`src/rtl/fxp_to_fp16_if.sv`:
```
// rtl/fxp_to_fp16_if.sv - handshake bundle between the MAC accumulator and the FP16 normaliser
// Purpose: groups the input (accumulator/exponent) and output (FP16/flags) handshakes.
// Ports:   in_valid/in_ready/acc_in/exp_in   - accumulator side
//          out_valid/out_ready/fp_out/overflow/underflow - result side
//          slave modport = normaliser, master modport = producer/consumer
`timescale 1ns/1ps
interface fxp_to_fp16_if #(
    parameter int ACC_WIDTH = 32
);
    logic                 in_valid;
    logic                 in_ready;
    logic [ACC_WIDTH-1:0] acc_in;
    logic [4:0]           exp_in;
    logic                 out_valid;
    logic                 out_ready;
    logic [15:0]          fp_out;
    logic                 overflow;
    logic                 underflow;

    modport slave (
        input  in_valid, acc_in, exp_in, out_ready,
        output in_ready, out_valid, fp_out, overflow, underflow
    );

    modport master (
        output in_valid, acc_in, exp_in, out_ready,
        input  in_ready, out_valid, fp_out, overflow, underflow
    );
endinterface

```
`src/rtl/fxp_to_fp16.sv`:
```
// rtl/fxp_to_fp16.sv - signed fixed-point accumulator to IEEE-754 half precision
// Purpose: converts acc_in * 2^(exp_in - EXP_BIAS - FRAC_BITS) to FP16 with
//          round-to-nearest-even, saturation to inf and flush-to-zero, through
//          an IDLE -> NORM -> ROUND -> HOLD FSM.
// Ports:   clk - rising-edge clock
//          rst - asynchronous active-low reset
//          bus - fxp_to_fp16_if.slave (input and output handshakes, result flags)
`timescale 1ns/1ps
module fxp_to_fp16 #(
    parameter int ACC_WIDTH = 32,
    parameter int FRAC_BITS = 10,
    parameter int EXP_BIAS  = 15
) (
    input logic           clk,
    input logic           rst,
    fxp_to_fp16_if.slave  bus
);
    // Magnitude is one bit wider than the accumulator so the most negative value is exact.
    localparam int W  = ACC_WIDTH + 1;
    localparam int MW = 10;
    localparam int SW = $clog2(W + 1) + 1;
    localparam logic [W-1:0] W_ONE = W'(1);

    typedef enum logic [1:0] {
        S_IDLE  = 2'd0,
        S_NORM  = 2'd1,
        S_ROUND = 2'd2,
        S_HOLD  = 2'd3
    } state_t;

    state_t               r_state;
    logic [ACC_WIDTH-1:0] r_acc;
    logic [4:0]           r_exp;
    logic                 r_sign;
    logic                 r_zero;
    logic signed [7:0]    r_e;
    logic [MW-1:0]        r_m;
    logic                 r_g;
    logic                 r_s;
    logic [15:0]          r_fp;
    logic                 r_ovf;
    logic                 r_unf;

    // Normalisation of the captured accumulator
    logic [W-1:0]         w_mag;
    logic [W-1:0]         w_aligned;
    logic [SW-1:0]        w_p;
    logic signed [7:0]    w_e;
    logic [MW-1:0]        w_m;
    logic                 w_g;
    logic                 w_s;

    always_comb begin
        w_mag = r_acc[ACC_WIDTH-1] ? (~{r_acc[ACC_WIDTH-1], r_acc} + W_ONE)
                                   : {1'b0, r_acc};
        w_p = '0;
        for (int i = 0; i < W; i++) begin
            if (w_mag[i]) w_p = SW'(i);
        end
        // Shifting by W-p pushes the implicit leading one off the top, leaving
        // the fraction bits left-aligned (zero-padded when p is small).
        w_aligned = w_mag << (SW'(W) - w_p);
        // exp_in and the FP16 field share the same bias: unbias, then rebias.
        w_e = 8'(int'(w_p) + int'(r_exp) - EXP_BIAS - FRAC_BITS + EXP_BIAS);
        w_m = w_aligned[W-1 -: MW];
        w_g = w_aligned[W-1-MW];
        w_s = |w_aligned[W-2-MW:0];
    end

    // Rounding and range classification of the normalised value
    logic                 w_up;
    logic [MW:0]          w_mr;
    logic signed [8:0]    w_er;
    logic [15:0]          w_fp;
    logic                 w_ovf;
    logic                 w_unf;

    always_comb begin
        w_up  = r_g & (r_s | r_m[0]);
        w_mr  = {1'b0, r_m} + {{MW{1'b0}}, w_up};
        // Mantissa carry-out bumps the exponent; the low MW bits are already zero.
        w_er  = {r_e[7], r_e} + {8'b0, w_mr[MW]};
        w_fp  = {r_sign, w_er[4:0], w_mr[MW-1:0]};
        w_ovf = 1'b0;
        w_unf = 1'b0;
        if (r_zero) begin
            w_fp = 16'h0000;
        end else if (w_er >= 9'sd31) begin
            w_fp  = {r_sign, 5'h1F, 10'h000};
            w_ovf = 1'b1;
        end else if (w_er <= 9'sd0) begin
            w_fp  = {r_sign, 15'h0000};
            w_unf = 1'b1;
        end
    end

    always_ff @(posedge clk or negedge rst) begin
        if (!rst) begin
            r_state <= S_IDLE;
            r_acc   <= '0;
            r_exp   <= '0;
            r_sign  <= 1'b0;
            r_zero  <= 1'b0;
            r_e     <= '0;
            r_m     <= '0;
            r_g     <= 1'b0;
            r_s     <= 1'b0;
            r_fp    <= 16'h0000;
            r_ovf   <= 1'b0;
            r_unf   <= 1'b0;
        end else begin
            case (r_state)
                S_IDLE: begin
                    if (bus.in_valid) begin
                        r_acc   <= bus.acc_in;
                        r_exp   <= bus.exp_in;
                        r_state <= S_NORM;
                    end
                end
                S_NORM: begin
                    r_sign  <= r_acc[ACC_WIDTH-1];
                    r_zero  <= (w_mag == '0);
                    r_e     <= w_e;
                    r_m     <= w_m;
                    r_g     <= w_g;
                    r_s     <= w_s;
                    r_state <= S_ROUND;
                end
                S_ROUND: begin
                    r_fp    <= w_fp;
                    r_ovf   <= w_ovf;
                    r_unf   <= w_unf;
                    r_state <= S_HOLD;
                end
                S_HOLD: begin
                    if (bus.out_ready) r_state <= S_IDLE;
                end
                default: r_state <= S_IDLE;
            endcase
        end
    end

    assign bus.in_ready  = (r_state == S_IDLE);
    assign bus.out_valid = (r_state == S_HOLD);
    assign bus.fp_out    = r_fp;
    assign bus.overflow  = r_ovf;
    assign bus.underflow = r_unf;
endmodule

```
`src/flat_wrapper.sv`:
```
// flat-port wrapper written by rule: the top's interface ports become plain ports
module fxp_to_fp16_flat 
#(
    parameter int ACC_WIDTH = 32,
    parameter int FRAC_BITS = 10,
    parameter int EXP_BIAS  = 15
)
  (clk, rst, bus_in_valid, bus_acc_in, bus_exp_in, bus_out_ready, bus_in_ready, bus_out_valid, bus_fp_out, bus_overflow, bus_underflow);
  fxp_to_fp16_if #(.ACC_WIDTH(ACC_WIDTH)) bus_i ();
  input logic clk;
  input logic rst;
  input wire logic [$bits(bus_i.in_valid)-1:0] bus_in_valid;
  input wire logic [$bits(bus_i.acc_in)-1:0] bus_acc_in;
  input wire logic [$bits(bus_i.exp_in)-1:0] bus_exp_in;
  input wire logic [$bits(bus_i.out_ready)-1:0] bus_out_ready;
  output wire logic [$bits(bus_i.in_ready)-1:0] bus_in_ready;
  output wire logic [$bits(bus_i.out_valid)-1:0] bus_out_valid;
  output wire logic [$bits(bus_i.fp_out)-1:0] bus_fp_out;
  output wire logic [$bits(bus_i.overflow)-1:0] bus_overflow;
  output wire logic [$bits(bus_i.underflow)-1:0] bus_underflow;
  assign bus_i.in_valid = bus_in_valid;
  assign bus_i.acc_in = bus_acc_in;
  assign bus_i.exp_in = bus_exp_in;
  assign bus_i.out_ready = bus_out_ready;
  assign bus_in_ready = bus_i.in_ready;
  assign bus_out_valid = bus_i.out_valid;
  assign bus_fp_out = bus_i.fp_out;
  assign bus_overflow = bus_i.overflow;
  assign bus_underflow = bus_i.underflow;
  fxp_to_fp16 #(.ACC_WIDTH(ACC_WIDTH), .FRAC_BITS(FRAC_BITS), .EXP_BIAS(EXP_BIAS)) u_core (.clk(clk), .rst(rst), .bus(bus_i));
endmodule
```
`config.mk`:
```
export PLATFORM = sky130hd
export DESIGN_NAME = fxp_to_fp16_flat
export DESIGN_NICKNAME = d
export VERILOG_FILES = /design/src/rtl/fxp_to_fp16_if.sv /design/src/rtl/fxp_to_fp16.sv /design/src/flat_wrapper.sv
export SDC_FILE = /design/constraint.sdc
export NUM_CORES = 1
export LEC_CHECK = 0
export ABC_AREA = 1
export ABC_CLOCK_PERIOD_IN_PS = 12900
export BUFFER_PORTS_ARGS = -buffer_cell sky130_fd_sc_hd__buf_2
export CORE_ASPECT_RATIO = 0.7
export CORE_MARGIN = 3
export CORE_UTILIZATION = 60
export CTS_BUF_LIST = sky130_fd_sc_hd__clkbuf_4 sky130_fd_sc_hd__clkbuf_8
export CTS_CLUSTER_SIZE = 40
export DETAILED_ROUTE_END_ITERATION = 10
export PLACE_DENSITY = 0.8
export SYNTH_ARGS = -nofsm -noshare
export SYNTH_HDL_FRONTEND = slang
export SYNTH_SLANG_ARGS = --single-unit
```
`constraint.sdc`:
```
create_clock -name clk -period 12.9 [get_ports clk]
set_input_delay 0.645 -clock clk [delete_from_list [all_inputs] [get_ports clk]]
set_output_delay 0.645 -clock clk [all_outputs]
set_load 0.005 [all_outputs]
```
# Word level (Yosys, flattened, before mapping)
# Index checks and enable logic that the tools add are counted.
# Widths: inputs -> output; s select.
# totals
regBits	79
in_bits	41
wordCells	80
# op_classes
reduce_logical	5
n_bitwise	3
n_addsub	8
shifts	1
magnitude_cmp	2
eq_ne	5
muxes	44
# op_table
cell	count
$mux 7	31
$add 33x1->33 const B	1
$logic_not 33->1	1
$mux 33	1
$not 33->33	1
$shl 33x7->33	1
$mux 15	2
$reduce_or 22->1	1
$mux 16	1
$sub 8x5->8 const B	2
$add 10x1->11	1
$add 8x2->9	1
$ge 9x6->1 const B	1
$le 9x1->1 const B	1
$add 7x5->8	1
$add 8x5->8 const B	1
$pmux 2 s4	1
$sub 6x7->7 const A	1
$mux 1	6
$eq 2x2->1 const B	2
$mux 2	2
$ne 2x2->1 const B	2
$reduce_and 2->1	2
$eq 2x1->1 const B	1
other kinds (3)	3

# Longest topological paths before layout
# Gate-level depths: netlist of run 1.
# logic_depth
ltp_word	39
ltp_mapped	49
mapped_depth_nobuf	48

# Least setup slack after synthesis of run 1
# Ideal clock, no wire load.
# synth_path
path_type	register to register
start	reg u_core.r_acc[0]
end	reg u_core.r_e[5]
setup_slack_ps	8524
stages_incl_launch_ff	29
period_less_slack_ps	4376
setup_time_ps	129
t_arrival_ps	4247
path_cell_list	dfrtp_1 > inv_2 > ha_1 > nand4_2 > nor3_2 > nand2_1 > nor3_4 > nand3_2 > nor4_4 > nand3_2 > nor2_2 > nand3_2 > o31ai_4 > xor2_2 > inv_2 > nor2_4 > nand2_1 > nand2_1 > nand2_2 > inv_2 > clkbuf_8 > ha_1 > inv_1 > ha_1 > inv_1 > fa_1 > o31ai_1 > xnor2_1 > o21ai_0
# synth_via
elab_chain_len	39
# synth_lines
item	line_no	rtl
start, declared	fxp_to_fp16.sv:32	logic [ACC_WIDTH-1:0] r_acc;
start signal, assigned	fxp_to_fp16.sv:115	r_acc <= bus.acc_in;
$not 33->33 *	fxp_to_fp16.sv:54	w_mag = r_acc[ACC_WIDTH-1] ? (~{r_acc[ACC_WIDTH-1], r_acc} + W_ONE)
$add 33x1->33 *	fxp_to_fp16.sv:54	
$mux 33 *	fxp_to_fp16.sv:54	
$mux 1	fxp_to_fp16.sv:58	if (w_mag[i]) w_p = SW'(i);
$mux 7 (30 in series)	fxp_to_fp16.sv:58	
$mux 7 *	fxp_to_fp16.sv:58	
$add 7x5->8 *	fxp_to_fp16.sv:64	w_e = 8'(int'(w_p) + int'(r_exp) - EXP_BIAS - FRAC_BITS + EXP_BIAS);
$sub 8x5->8 * (2 in series)	fxp_to_fp16.sv:64	
$add 8x5->8 *	fxp_to_fp16.sv:64	
end signal, assigned	fxp_to_fp16.sv:123	r_e <= w_e;
end, declared	fxp_to_fp16.sv:36	logic signed [7:0] r_e;
# Every way passes the cells marked *; elsewhere a longest branch is shown, timed or not.
# A chain may end at the register's enable or synchronous reset.

# Worst setup path in the final report of run 1
# layout_path
start	reg u_core.r_acc[0]
end	reg u_core.r_s
# layout_via
elab_chain_len	38
# layout_lines
item	line_no	rtl
$not 33->33	fxp_to_fp16.sv:54	
$add 33x1->33	fxp_to_fp16.sv:54	
$mux 33 *	fxp_to_fp16.sv:54	
$mux 1	fxp_to_fp16.sv:58	
$mux 7 (31 in series)	fxp_to_fp16.sv:58	
$sub 6x7->7	fxp_to_fp16.sv:62	w_aligned = w_mag << (SW'(W) - w_p);
$shl 33x7->33 *	fxp_to_fp16.sv:62	
$reduce_or 22->1 *	fxp_to_fp16.sv:67	w_s = |w_aligned[W-2-MW:0];
end signal, assigned	fxp_to_fp16.sv:126	r_s <= w_s;
end, declared	fxp_to_fp16.sv:39	logic r_s;
# Marks and branches as above.

==> results of run 1 <==
cell families after synthesis:
kind of cell | count (synthesis)
flip-flops | 79
other | 1
multiplexers | 5
XOR/XNOR | 31
AND/OR/NAND/NOR | 526
AO/OA/AOI/OAI | 143
adder cells (fa/ha/maj) | 22
buffers and inverters | 157
worst min-delay path by stage:
stage | start | end | slack [ns] | cells after the start
finish | rst | u_core.r_acc[19] | 0.15 | 1
global route | rst | u_core.r_acc[1] | 0.18 | 1
CTS | rst | u_core.r_acc[7] | 0.16 | 1
detailed placement | u_core.bus.fp_out[13] | u_core.bus.fp_out[13] | 0.47 | 2
global placement | u_core.bus.overflow | u_core.bus.overflow | 0.46 | 2
floorplan | rst | u_core.bus.fp_out[0] | 0.35 | 0
cell usage after synthesis (4+ instances only):
cell type and number:
o21ai_1 15, mux2_2 5, o21ai_0 47, nor2_1 84
nand4_1 7, inv_1 102, o31ai_1 4, ha_1 21
o22ai_1 5, nand3_1 143, nand2_2 17, o211ai_1 11
xor2_1 25, nand3_2 11, o21ai_2 8, nor2_2 10
clkbuf_8 10, clkbuf_1 14, nand2_1 230, buf_2 6
a21oi_1 42, dfrtp_1 79, a31oi_1 4, nor3_1 5
buf_6 5, inv_2 9
area by class of cell:
class	instances	area share (%)
Tap cell	148	2.62
Clock inverter	3	0.602
Clock buffer	13	2.27
Inverter	115	6.20
Sequential cell	79	28.0
Timing Repair Buffer	63	4.61
Multi-Input combinational cell	729	55.7
registers in the layout, summed over array words and instances, names as in the netlist:
| register | flops |
|---|---|
| u_core.r_state | 2 |
| u_core.r_exp | 5 |
| u_core.r_e | 8 |
| u_core.r_s | 1 |
| u_core.r_acc | 32 |
| u_core.bus.underflow | 1 |
| u_core.bus.overflow | 1 |
| u_core.r_zero | 1 |
| u_core.r_g | 1 |
| u_core.r_sign | 1 |
| u_core.bus.fp_out | 16 |
| u_core.r_m | 10 |
critical path, delay by kind of cell (launching register included):
kind,cells,cell delay (ns)
buf+inv,4,1.30
simple gates,25,3.11
xor+xnor,1,0.27
flops,1,0.40
fa+ha+maj,2,1.30
metrics by stage:
step / hold slack [ns] / cell area, sq um / setup slack [ns] / utilization, % / cells
after floorplan: 0.349 / 6690 / 8.52 / - / 965
after global placement: 0.461 / 6860 / 6.62 / 64.8 / 1134
after detailed placement: 0.470 / 6860 / 6.49 / 64.8 / 1134
after CTS: 0.160 / 7060 / 6.44 / 66.7 / 1150
after global routing: 0.176 / 7060 / 5.54 / 66.7 / 1150
final: 0.155 / 7060 / 6.39 / 66.7 / 1150
routing by layer:
metal / vias up / GRT usage, % / routed length, microns
met5: - / 0 / 0
met4: 0 / 6.03 / 197
met3: 22 / 6.05 / 1130
met2: 213 / 40.2 / 6600
met1: 2958 / 41.5 / 8120
li1: 3219 / - / -
==> results.md, run 1 <==
* Initial antenna violation count at 0
* Kind of critical path: flop to flop
* Fill cells at 992
* Worst path most repeated cell: nand2_1
* Average cell area after synthesis at 6.93 sq um
* Type of origin of the critical path: flop
* Area of the multi-input gates at 0.00394 sq mm
* Placer Congestion at 0.942
* # IOs at 61
* Arr. time, crit path at 6.77 ns
* Post-Syn Area at 0.00669 sq mm
* Vias in the first global route at 5930
* Measured slew at the worst slew-check pin at 1.00 ns
* Clock tree buffer depth at 2
* Crit end category: flop
* Reg2reg setup slack at 6.39 ns
* Critical path required time at 13.16 ns
* Routed vias/inst at 5.58
* Most common cell after layout, fill and taps aside: nand2_1
* Post-synthesis mux area share at 0.842%
* Routed Wire Length at 16000 microns
* Hold-fix buffers at CTS at 0
* First-pass GRT wire length at 28200 microns
* Antenna viol nets, final at 0
* FP Rows at 31
* PortBufs at 60
* Final period utilization at 50.5%
* Reg2reg end: u_core.r_s
* Slew HR at 33.0%
* Post-synthesis cell type count at 54
* Fmax at 154 MHz
* Crit path max fanout at 34
* Clock Skews at 0.0132 ns
* Minimum clock period at 6.51 ns
* Most frequent cells in the layout: nand2_1, nand3_1, inv_1
* Post-Synth Simple-Gate Area at 36.8%
* RSZ-0062 raised after global routing: no
* Pin count of the biggest net entering global routing at 70
* Last element of the critical path: u_core.r_s
* Number of DRC markers in iteration 0 at 624
* Synth Area in Adders at 4.23%
* Area growth, synth to finish at 5.65%
* Final hold violations at 0
* Clk sinks at 79
* Clock Tree Root: clkbuf_8
* Die height at 94.3 microns
* Final TNS setup at 0 ns
* Initial core utilization at 63.1%
* CTS tree: done
* Slowest cell delay on critical path at 1.07 ns
* Register area at 0.00198 sq mm
* Die W at 132 microns
* Setup Buffers After CTS at 0
* Async set-reset flop share out of synthesis at 100%
* Drt pass-1 iters at 5
* Post-synthesis register bit count at 79
* Yosys top cell by area: dfrtp_1
* Detailed-route DRC error count at 0
* Post-layout net count at 1060
* Ratio of cells with drive above 1 in the final layout at 15.8%
* Top post-synthesis cells by area: dfrtp_1, nand2_1, nand3_1
* Slew Limit Fails at 0
* Max cap viols at 0
* Syn Inst Count at 964
* CP Launch Point: u_core.r_acc[0]
* Yosys warnings at 0
* CTS clock-pin slew for the worst setup and hold paths at 0.09 ns
* Compound-Gate Fraction of Synth Area at 12.5%
* Part of the Yosys area used for sequential elements at 29.6%
* Commonest register cell after synthesis: dfrtp_1
* Worst flop-to-flop path startpoint: u_core.r_acc[0]
* Clock Latency Late Sink at 0.38 ns
* Finish-stage setup viols at 0
* Remaining Overflow, GRT at 0
* DR WL/cell at 14.0 microns
* Main combinational cell family by area after synthesis: simple AND/OR/NAND/NOR gates
* CTS buffer count at 9
* DIE AREA at 0.0125 sq mm
* Core area at 0.0106 sq mm
* Critical-path top delay cell: ha_1
* Overall Global Routing Usage at 27.4%
* Dpl hpwl at 12200 microns
* Vias at 6412
* Xor and xnor area share after synthesis at 4.40%
* Status: complete, no violations
* H-tree depth at 3
* Share of the synthesized area in the top cell type at 29.6%
* Post-synth EDFFs at 0
* Worst hold path class: primary input to async pin
* Post-CTS Resized at 0
* Reg2reg path depth at 32
* Antenna Cells at 0
Power of run 1 is left out: the tool's default activity adds up to more than one toggle a clock period on the data nets, which glitch-free logic cannot reach.
==> run 2: changes to the inputs <==
- ABC_CLOCK_PERIOD_IN_PS: 12900 -> 5900
- CORE_UTILIZATION: 60 -> 57
- clock period: 12.9 -> 5.9 ns (I/O delays scaled with it)
==> run 2 against run 1 <==
  * First-iteration DRC count decreased by 14%
  * Non-clock buffer count increased by 3
  * Global-route usage decreased by 2.7 points
  * Final cell count increased by 0.52%
  * Utilization decreased by 3.6 points
  * Final area increased by 0.23%
  * Die area increased by 5.0%
  * Routed wire length decreased by 3.4%
  * Sequential share of layout area decreased by 0.064 points
  * Setup slack got worse by 5.6 ns
  * Critical endpoint is now u_core.r_e[5]
  * Largest cell class unchanged
  * Highest routed layer unchanged
==> results.md, run 2 (synthesis results as in run 1) <==
* Status: complete, no violations
* Ratio of cells with drive above 1 in the final layout at 15.9% (+0.084 points)
* Setup ws final at 0.815 ns (-5.57 ns)
* Most frequent cells in the layout: nand2_1, nand3_1, inv_1
* PortBufs at 60 (unchanged)
* Finished Cell Area at 0.00708 sq mm (+0.23%)
* Reg2reg path depth at 27 (-16%)
* Final TNS setup at 0 ns (unchanged)
* CP Launch Point: u_core.r_acc[0]
* Buf/Inv on CP at 5 (+1)
* Worst flop-to-flop path startpoint: u_core.r_acc[0]
* # IOs at 61 (unchanged)
* Critical path required time at 6.14 ns (-7.02 ns)
* Drt pass-1 iters at 6 (+1)
* Final period utilization at 86.2% (+36 points)
* Antenna Cells at 0 (unchanged)
* Reg with most FFs: u_core.r_acc
* Max cap viols at 0 (unchanged)
* Post-layout net count at 1063 (+0.28%)
* Most common cell after layout, fill and taps aside: nand2_1
* DIE AREA at 0.0131 sq mm (+5.0%)
* Clock Tree Root: clkbuf_8
* Placed cell area at 0.00689 sq mm (+0.42%)
* Area growth, synth to finish at 5.90%
* Routed Wire Length at 15500 microns (-3.4%)
* Clock Latency Late Sink at 0.37 ns (about the same)
* Crit end category: flop
* CTS tree: done
* Worst hold path class: primary input to async pin
* Slew HR at 34.4% (+1.4 points)
* Initial antenna violation count at 0 (unchanged)
* RSZ-0062 raised after global routing: no
* Pin count of the biggest net entering global routing at 80 (+14%)
* Clock Skews at 0.00997 ns (-0.00323 ns)
* Fmax at 197 MHz (+28%)
* Routed vias/inst at 5.46 (-2.1%)
* Die height at 96.6 microns (+2.4%)
* Fill cells at 1042 (+5.0%)
* Cell family with most CP delay: simple AND/OR/NAND/NOR gates
* Clock tree buffer depth at 2 (unchanged)
* Vias in the first global route at 5869 (-1.0%)
* Overall Global Routing Usage at 24.7% (-2.7 points)
* Placer Congestion at 0.982 (+4.3%)
* Arr. time, crit path at 5.32 ns (-1.45 ns)
* Vias at 6312 (-1.6%)
* Measured slew at the worst slew-check pin at 0.984 ns (-0.0207 ns)
* Finish-stage setup viols at 0 (unchanged)
* CTS buffer count at 9 (unchanged)
* CP Depth at 27 (-16%)
* Core area at 0.0112 sq mm (+5.9%)
* Slew Limit Fails at 0 (unchanged)
* CTS clock-pin slew for the worst setup and hold paths at 0.08 ns (about the same)
* H-tree depth at 3 (unchanged)
* Cells after DPL at 1142 (+0.71%)
* First-pass GRT wire length at 27100 microns (-3.7%)
* Number of DRC markers in iteration 0 at 537 (-14%)
* Type of origin of the critical path: flop
* Pre-CTS setup slack at 0.687 ns (-5.80 ns)
* Slowest cell delay on critical path at 0.40 ns (-0.67 ns)
* Largest register FFs at 32 (unchanged)
* Dpl hpwl at 11900 microns (-2.0%)
* Clk sinks at 79 (unchanged)
* FP Rows at 32 (+3.2%)
* Critical-path top delay cell: dfrtp_1
* Final hold violations at 0 (unchanged)
* Kind of critical path: flop to flop
* Initial core utilization at 59.6% (-3.5 points)
* Antenna viol nets, final at 0 (unchanged)
* Detailed-route DRC error count at 0 (unchanged)
* Layout Cells excl Fill at 1156 (+0.52%)
* Die W at 135 microns (+2.5%)
* Remaining Overflow, GRT at 0 (unchanged)
* DR WL/cell at 13.4 microns (-3.9%)
* Minimum clock period at 5.08 ns (-1.43 ns)
* Crit path max fanout at 30 (-12%)
-- run 2: cell count changes in the layout (fill, tap and decap cells not counted) --
cell,delta
buf_4,+3
clkbuf_4,-3
clkinv_2,+1
nand2_2,-1
nand2_4,+1
-- run 2: worst reg2reg max path: stages, from the launching register on --
cell and delay (ns):
dfrtp_1 0.40, inv_2 0.12, ha_1 0.25, nand4_2 0.17
nor3_2 0.13, nand2_1 0.12, nor3_4 0.17, nand3_2 0.14
nor4_4 0.19, nand3_2 0.13, nor2_2 0.11, nand3_2 0.10
o31ai_4 0.29, xor2_2 0.24, inv_2 0.08, nor2_4 0.12
nand2_1 0.09, nand2_1 0.10, nand2_4 0.19, inv_2 0.25
ha_1 0.26, inv_1 0.06, ha_1 0.15, inv_1 0.05
fa_1 0.40, o31ai_1 0.38, xnor2_1 0.16, o21ai_0 0.08
-- run 2: final timing paths --
| kind | to | slack [ns] |
|---|---|---|
| setup / recovery | u_core.r_e[5] | 0.82 |
| hold / removal | u_core.r_exp[2] | 0.09 |
| setup reg to reg | u_core.r_e[5] | 0.82 |
| hold reg to reg | u_core.bus.fp_out[7] | 0.48 |
| max in group asynchronous | u_core.r_m[3] | 5.17 |
| min in group clk | u_core.r_acc[28] | 0.16 |
-- run 2: routing by layer --
metal  track usage [%]  vias to the layer above  share of wire (%)
met5                 0                        -                  0
li1                  -                     3226                  -
met4              6.51                        0                1.6
met1              37.0                     2885                 49
met3              4.99                       23                6.3
met2              36.4                      178                 43
-- run 2: layout make-up --
type / count / area [sq um] / share of cell area [%]
clock buffer: 10 / 138 / 1.94
multi-input combinational: 729 / 3940 / 55.7
inverter: 115 / 438 / 6.19
timing repair buffer: 66 / 348 / 4.91
sequential: 79 / 1980 / 27.9
clock inverter: 4 / 47.5 / 0.672
tap: 153 / 191 / 2.70
-- run 2: metrics by stage --
stage | utilization [%] | hold WS (ns)
after CTS | 63.1 | 0.126
after detailed placement | 61.5 | 0.467
final | 63.1 | 0.0887
after floorplan | - | -0.000591
after global routing | 63.1 | 0.159
after global placement | 61.5 | 0.461
-- run 2: timing repair --
item | 4_1_cts | 5_1_grt
hold buffers | 0 | 0
setup buffers | 0 | 0
resized for setup | 0 | 1
endpoints found under the setup margin | 0 | 1
Power of run 2 is left out for the same reason.
==> run 3: changes to the inputs <==
- CTS_BUF_LIST: sky130_fd_sc_hd__clkbuf_4 sky130_fd_sc_hd__clkbuf_8 -> sky130_fd_sc_hd__clkbuf_2
==> run 3 against run 2 <==
  * Routed wire length grew 2.9%
  * Sequential cell count unchanged
  * First-iteration DRC count down 5.8%
  * Setup slack worse by 0.015 ns
  * Count of clock-buffer cells in the layout fell by 1
  * Worst hold slack lost 0.027 ns
  * Fmax down 0.30%
  * Die area did not move
  * Via count grew 2.3%
==> results.md, run 3 (synthesis results as in run 1) <==
* Last element of the critical path: u_core.r_e[5]
* Worst flop-to-flop path startpoint: u_core.r_acc[0]
* Reg with most FFs: u_core.r_acc
* Initial antenna violation count at 0 (unchanged)
* Dpl hpwl at 11900 microns (unchanged)
* CTS buffer count at 9 (unchanged)
* Reg2reg path depth at 27 (unchanged)
* Finish-stage setup viols at 0 (unchanged)
* CTS tree: done
* Clk sinks at 79 (unchanged)
* Detailed-route DRC error count at 0 (unchanged)
* Remaining Overflow, GRT at 0 (unchanged)
* CTS clock-pin slew for the worst setup and hold paths at 0.22 ns (+0.14 ns)
* Kind of critical path: flop to flop
* Core area at 0.0112 sq mm (unchanged)
* Type of origin of the critical path: flop
* DIE AREA at 0.0131 sq mm (unchanged)
* Slew Limit Fails at 0 (unchanged)
* Setup ws final at 0.800 ns (-0.0153 ns)
* Reg2reg end: u_core.r_e[5]
* Crit path max fanout at 30 (unchanged)
* Max cap viols at 0 (unchanged)
* Overall Global Routing Usage at 25.6% (+0.85 points)
* Final period utilization at 86.4% (+0.26 points)
* Die height at 96.6 microns (unchanged)
* Measured slew at the worst slew-check pin at 0.985 ns (+0.00181 ns)
* Initial core utilization at 59.6% (unchanged)
* Placer Congestion at 0.982 (unchanged)
* FP Rows at 32 (unchanged)
* RSZ-0062 raised after global routing: no
* DR WL/cell at 13.4 microns (-0.39%)
* CP Launch Point: u_core.r_acc[0]
* Antenna viol nets, final at 0 (unchanged)
* Minimum clock period at 5.10 ns (+0.0153 ns)
* Final hold violations at 0 (unchanged)
* Vias in the first global route at 6086 (+3.7%)
* Clock Skews at 0.0239 ns (+0.0139 ns)
* Clock Latency Late Sink at 0.57 ns (+0.20 ns)
* Reg2reg setup slack at 0.80 ns (-0.02 ns)
* Area growth, synth to finish at 10.3%
* Largest register FFs at 32 (unchanged)
* Finished Cell Area at 0.00737 sq mm (+4.1%)
* Routed vias/inst at 5.41 (-0.94%)
* # IOs at 61 (unchanged)
* Worst hold path class: primary input to flop
* Critical path required time at 6.36 ns (+0.22 ns)
* H-tree depth at 3 (unchanged)
* Clock tree buffer depth at 2 (unchanged)
* Vias at 6458 (+2.3%)
* PortBufs at 60 (unchanged)
* First-pass GRT wire length at 28100 microns (+3.4%)
* Placed cell area at 0.00689 sq mm (unchanged)
* Fmax at 196 MHz (-0.30%)
* Setup Buffers After CTS at 0 (unchanged)
* Routed Wire Length at 16000 microns (+2.9%)
* Crit end category: flop
* Drt pass-1 iters at 8 (+2)
* Most frequent cells in the layout: nand2_1, nand3_1, inv_1
* Final TNS setup at 0 ns (unchanged)
* Antenna Cells at 0 (unchanged)
* Fill cells at 997 (-4.3%)
* Die W at 135 microns (unchanged)
* Arr. time, crit path at 5.56 ns (+0.24 ns)
* Number of DRC markers in iteration 0 at 506 (-5.8%)
* Ratio of cells with drive above 1 in the final layout at 15.2% (-0.67 points)
* Clock Tree Root: clkbuf_2
* Pre-CTS setup slack at 0.687 ns (unchanged)
* Slew HR at 34.3% (-0.12 points)
* Status: complete, no violations
* Post-layout net count at 1101 (+3.6%)
* Pin count of the biggest net entering global routing at 80 (unchanged)
* Most common cell after layout, fill and taps aside: nand2_1
## run 3: per-stage QoR
step | util [%] | instances | hold WS [ns]
3_5_place_dp | 61.5 | 1142 | 0.467
5_1_grt | 65.7 | 1194 | 0.0591
2_1_floorplan | - | 965 | -0.000591
4_1_cts | 65.7 | 1194 | 0.0316
3_3_place_gp | 61.5 | 1142 | 0.461
6_report | 65.7 | 1194 | 0.0613
## run 3: how the worst min path moves through the flow
stage | from | endpoint | slack (ns) | cells after the start
after detailed placement | u_core.bus.fp_out[7] | u_core.bus.fp_out[7] | 0.47 | 2
after CTS | bus_out_ready | u_core.r_state[0] | 0.03 | 4
after global placement | u_core.bus.overflow | u_core.bus.overflow | 0.46 | 2
after global routing | bus_out_ready | u_core.r_state[0] | 0.06 | 4
final | bus_out_ready | u_core.r_state[0] | 0.06 | 4
after floorplan | rst | u_core.bus.fp_out[0] | -0.0006 | 0
## run 3: critical path: stages (launching register included)
cell     delay [ns]
dfrtp_1        0.44
inv_2          0.12
ha_1           0.24
nand4_2        0.17
nor3_2         0.13
nand2_1        0.12
nor3_4         0.17
nand3_2        0.14
nor4_4         0.19
nand3_2        0.13
nor2_2         0.11
nand3_2        0.10
o31ai_4        0.29
xor2_2         0.24
inv_2          0.08
nor2_4         0.12
nand2_1        0.07
nand2_1        0.12
nand2_4        0.20
inv_2          0.24
ha_1           0.26
inv_1          0.06
ha_1           0.15
inv_1          0.05
fa_1           0.40
o31ai_1        0.38
xnor2_1        0.16
o21ai_0        0.08
## run 3: area by class of cell
class                   count  area [sq um]  share of cell area (%)
inverters                 115           438                    5.94
well taps                 153           191                    2.60
clock buffers               9          45.0                   0.611
multi-input cells         729          3940                    53.5
repair buffers            104           728                    9.88
flip-flops and latches     79          1980                    26.8
clock inverters             5          51.3                   0.696
## run 3: metal layers
| metal | routed length, microns | GRT usage [%] | vias up |
|---|---|---|---|
| li1 | - | - | 3302 |
| met1 | 7800 | 38.0 | 2923 |
| met2 | 6950 | 38.1 | 215 |
| met3 | 1020 | 5.93 | 18 |
| met4 | 175 | 5.19 | 0 |
| met5 | 0 | 0 | - |
## run 3: what timing repair did
item                                    4_1_cts  5_1_grt
endpoints found under the setup margin        0        1
endpoints found under the hold margin       116        0
gates resized for setup                       0        1
hold buffers                                 38        0
Power of run 3 is left out for the same reason.
